--- config.mk ---
export PLATFORM = sky130hd
export DESIGN_NAME = multicycle_dispatcher
export DESIGN_NICKNAME = d
export VERILOG_FILES = /design/src/rtl/multicycle_dispatcher.sv
export SDC_FILE = /design/constraint.sdc
export NUM_CORES = 1
export LEC_CHECK = 0
export CAP_MARGIN = 5
export CORE_MARGIN = 2
export CORE_UTILIZATION = 44
export DETAILED_ROUTE_END_ITERATION = 8
export PLACE_DENSITY = 0.88
export SLEW_MARGIN = 40
export SYNTH_ARGS = -nofsm -noshare
export SYNTH_HDL_FRONTEND = slang
export SYNTH_SLANG_ARGS = --single-unit
export TNS_END_PERCENT = 50
--- constraint.sdc ---
create_clock -name clk -period 2.55 [get_ports clk]
set_input_delay 0.51 -clock clk [delete_from_list [all_inputs] [get_ports clk]]
set_output_delay 0.51 -clock clk [all_outputs]
set_load 0.01 [all_outputs]
--- src/rtl/multicycle_dispatcher.sv ---
// multicycle_dispatcher: routes fetched instructions to single-cycle or stepped multicycle decoders
module multicycle_dispatcher #(
  parameter int INSTR_W  = 9,
  parameter int OPCODE_W = 8,
  parameter int STEP_W   = 3
) (
  input  logic                clk,
  input  logic                reset_n,
  input  logic                instr_valid,
  output logic                instr_ready,
  input  logic [INSTR_W-1:0]  curr_instruction,
  input  logic [STEP_W-1:0]   step_count,
  input  logic                flush,
  output logic [OPCODE_W-1:0] output_to_opcode,
  output logic                opcode_valid,
  output logic [OPCODE_W-1:0] output_to_multicycle_opcode,
  output logic                mc_valid,
  output logic [STEP_W-1:0]   mc_step,
  output logic                mc_last,
  output logic                busy
);
  typedef enum logic {IDLE, MULTI} state_t;
  state_t state, state_nxt;
  logic [OPCODE_W-1:0] sc_op, mc_op, op;
  logic [STEP_W-1:0] step, rem, n_m1;
  logic sc_valid, accept, is_mc, last;
  assign op     = curr_instruction[OPCODE_W-1:0];
  assign is_mc  = curr_instruction[INSTR_W-1];
  assign n_m1   = (step_count == '0) ? '0 : step_count - 1'b1;
  assign last   = (state == MULTI) && (rem == '0);
  assign accept = instr_valid && instr_ready;
  // state register
  always_ff @(posedge clk or negedge reset_n)
    if (!reset_n) state <= IDLE;
    else state <= state_nxt;
  // next state: flush wins, a new accept overrides, otherwise keep stepping until the last step
  always_comb
    state_nxt = flush ? IDLE :
                accept ? (is_mc ? MULTI : IDLE) :
                (state == MULTI && !last) ? MULTI : IDLE;
  // opcode latches, single-cycle valid and step bookkeeping (rem counts steps left after the current one)
  always_ff @(posedge clk or negedge reset_n)
    if (!reset_n) begin
      sc_valid <= 1'b0;
      sc_op    <= '0;
      mc_op    <= '0;
      step     <= '0;
      rem      <= '0;
    end else if (flush) begin
      sc_valid <= 1'b0;
      step     <= '0;
      rem      <= '0;
    end else if (accept) begin
      sc_valid <= !is_mc;
      sc_op    <= is_mc ? sc_op : op;
      mc_op    <= is_mc ? op : mc_op;
      step     <= '0;
      rem      <= is_mc ? n_m1 : '0;
    end else if (state == MULTI && !last) begin
      sc_valid <= 1'b0;
      step     <= step + 1'b1;
      rem      <= rem - 1'b1;
    end else begin
      sc_valid <= 1'b0;
      step     <= '0;
      rem      <= '0;
    end
  // outputs: opcodes and step index forced to zero whenever their qualifier is low
  always_comb begin
    instr_ready                 = !flush && (state == IDLE || last);
    busy                        = state == MULTI;
    mc_valid                    = busy;
    mc_last                     = last;
    mc_step                     = busy ? step : '0;
    output_to_multicycle_opcode = busy ? mc_op : '0;
    opcode_valid                = sc_valid;
    output_to_opcode            = sc_valid ? sc_op : '0;
  end
endmodule

==> qor.yml <==
outcome:
  status: "finished, final reports clean"
drt:
  post_drt_wl_per_cell_um: 15.0
  wl_um: 2540
  via_per_inst: 5.08
  drtAntennaViolNets: 0
  drtPass1Iterations: 4
  drc: 0
  num_vias: 858
  drt_iter0_drc: 9
sta:
  finalCritPeriodShare_pct: 93.7
  fmax_mhz: 418
  relSlewSlack_pct: 56.5
  worstMarginPinSlew_ps: 652
  rsz0062_at_grt: "false"
  tns_ps: 0
  drv_slew: 0
  fin_skew_ps: 6.25
  finalSetupViolations: 0
  setup_ws_ps: 160
  hold_violations: 0
  period_minus_slack_ps: 2390
floorplan:
  die_h_um: 55.7
  fp.dieW_um: 55.7
  core-area_sq_mm: 0.00250
  rows: 18
  ios: 40
  start_util_pct: 47.1
  dieArea_sq_mm: 0.00311
clock_network:
  postCtsSetupRepairBufs: 0
  cts_buffers: 3
  clkSinkCount: 24
  clockBufferDepth: 2
  ctsResizeCount: 0
  worstSkewPairLatency_ps: 300
  cts.clk_slew.worst_paths_ps: 130
  cts-root-buf: "clkbuf_4"
  cts_tree: "built"
  htree_levels: 1
  cts_hold_buf: 0
synth:
  netlist_top_cells_area: "dfrtp_1, mux2_2, and2_1"
  ys_seq_area_share_pct: 51.0
  syn_area_sq_mm: 0.00118
  ys_seq_elements: 24
  synth_area_leader_cell: "dfrtp_1"
  syn_area_per_cell_sq_um: 12.3
  synth_cells: 96
  ys_warn_count: 0
  synth.distinct_cells: 21
  synth_top_area_share_pct: 51.0
  syn_nets: 117
global_route:
  grt_pass1_wl_um: 4130
  grt.overflow.total: 0
  grt_max_degree: 25
  antenna_found_initial: 0
  gr-usage-all-layers_pct: 16.9
  grt_pass1_vias: 875
power:
  p_int_mw: 0.697
  switching_share_pct: 22.4
  power_mw: 0.898
  p_seq_share_pct: 51.8
  clockPowerShare_pct: 29.6
  pwr-share-comb_pct: 18.7
  p_switching_mw: 0.201
  ir_drop_mv: 0.437
  cellLeakagePower_nw: 0.708
  p_per_area_mw_per_mm2: 540
critical_path:
  cpPeakStageDelay_ps: 780
  cp_max_fo: 20
  startpoint: "busy"
  path_class: "flip-flop to output port"
  arrival_ps: 1880
  cp-start-kind: "flip-flop"
  path_buf_inv: 1
  cp.required_ps: 2040
  cp_top_family: "flip-flops"
  path_cells: "and2_1 > clkdlybuf4s50_1"
  rr_startpoint: "rem[0]"
  crit_slowest_cell: "dfrtp_1"
  endpoint_kind: "output port"
finish:
  nets: 161
  layout_common_cells: "clkdlybuf4s50_1, dfrtp_1, and2_1, mux2_2, inv_1"
  n_antenna_cell: 0
  final_common_cell: "clkdlybuf4s50_1"
  drive_above_1_share_pct: 20.9
  fillers: 188
  fin_area_sq_mm: 0.00166
  syn_to_final_growth_pct: 41.1
run:
  drv_cap: 0
placed_design:
  io_buffer_count: 39
  dp_hpwl_um: 1950
  gp_congestion: 0.679
  preCtsSetupSlack_ps: 412
  place_area_sq_mm: 0.00161
worst_hold_path:
  hold_start: "step[0]"
  hold_path_class: "flip-flop to flip-flop"
## sequential cells by signal, summed over array words and instances, names as in the netlist
name	count
mc_op	8
sc_op	8
rem	3
step	3
busy	1
opcode_valid	1
## area by class of cell
class                      instances  area (sq um)  area share, %
clock buffer                       3          22.5           1.36
clock inverter                     1          30.0           1.81
sequential                        24           601           36.1
multi-input combinational         61           524           31.6
timing repair buffer              43           420           25.3
inverter                           7          26.3           1.58
tap                               30          37.5           2.26
## synth_stat cells
| cell | instances |
|---|---|
| nor2_1 | 4 |
| buf_4 | 1 |
| o32ai_1 | 1 |
| nand2_1 | 2 |
| clkbuf_1 | 2 |
| o2bb2ai_1 | 1 |
| and2_1 | 20 |
| a2111oi_4 | 1 |
| buf_6 | 1 |
| o22ai_1 | 1 |
| xnor2_1 | 2 |
| inv_1 | 7 |
| a21oi_1 | 3 |
| a211o_2 | 1 |
| ha_1 | 5 |
| or2_2 | 1 |
| a211oi_2 | 1 |
| nand3b_1 | 1 |
| dfrtp_1 | 24 |
| mux2_2 | 16 |
| nand2b_4 | 1 |
## path summary, 6_finish.rpt
path | to | slack [ps] | depth (start not counted)
worst max-delay path | output_to_multicycle_opcode[6] | 160 | 2
worst min-delay path | step[0] | 470 | 1
worst max register to register | sc_op[0] | 690 | 6
worst min register to register | step[0] | 470 | 1
max in group asynchronous | step[2] | 1780 | 2
min in group asynchronous | sc_op[4] | 540 | 2
## power by group through the flow
| stage | combinational, mW | sequential (mW) | clock, mW |
|---|---|---|---|
| 2_1_floorplan | 0.0929 | 0.458 | 0 |
| 3_3_place_gp | 0.160 | 0.466 | 0 |
| 3_5_place_dp | 0.169 | 0.473 | 0 |
| 4_1_cts | 0.170 | 0.465 | 0.273 |
| 5_1_grt | 0.182 | 0.471 | 0.289 |
| 6_report | 0.167 | 0.465 | 0.266 |
## metal layers
metal	vias up	GRT usage [%]	part of all wire, %
met5	-	0	0
met4	0	4.53	0
met3	0	3.95	5.5
met2	28	29.3	56
met1	428	21.0	38
li1	402	-	-
## stage by stage
step | utilization, % | std cells | hold WS (ps)
5_1_grt | 66.5 | 169 | 499
3_5_place_dp | 64.4 | 165 | 462
2_1_floorplan | - | 96 | 214
3_3_place_gp | 64.4 | 165 | 441
4_1_cts | 66.5 | 169 | 480
6_report | 66.5 | 169 | 470
## cells by family after synthesis
family	share of synthesized area (%)
fa+ha+maj	5.31
mux	15.3
xor+xnor	1.49
buf+inv	4.46
compound gates	7.55
flops	51.0
simple gates	14.9
No activity file was read; power rests on OpenSTA's default activity.
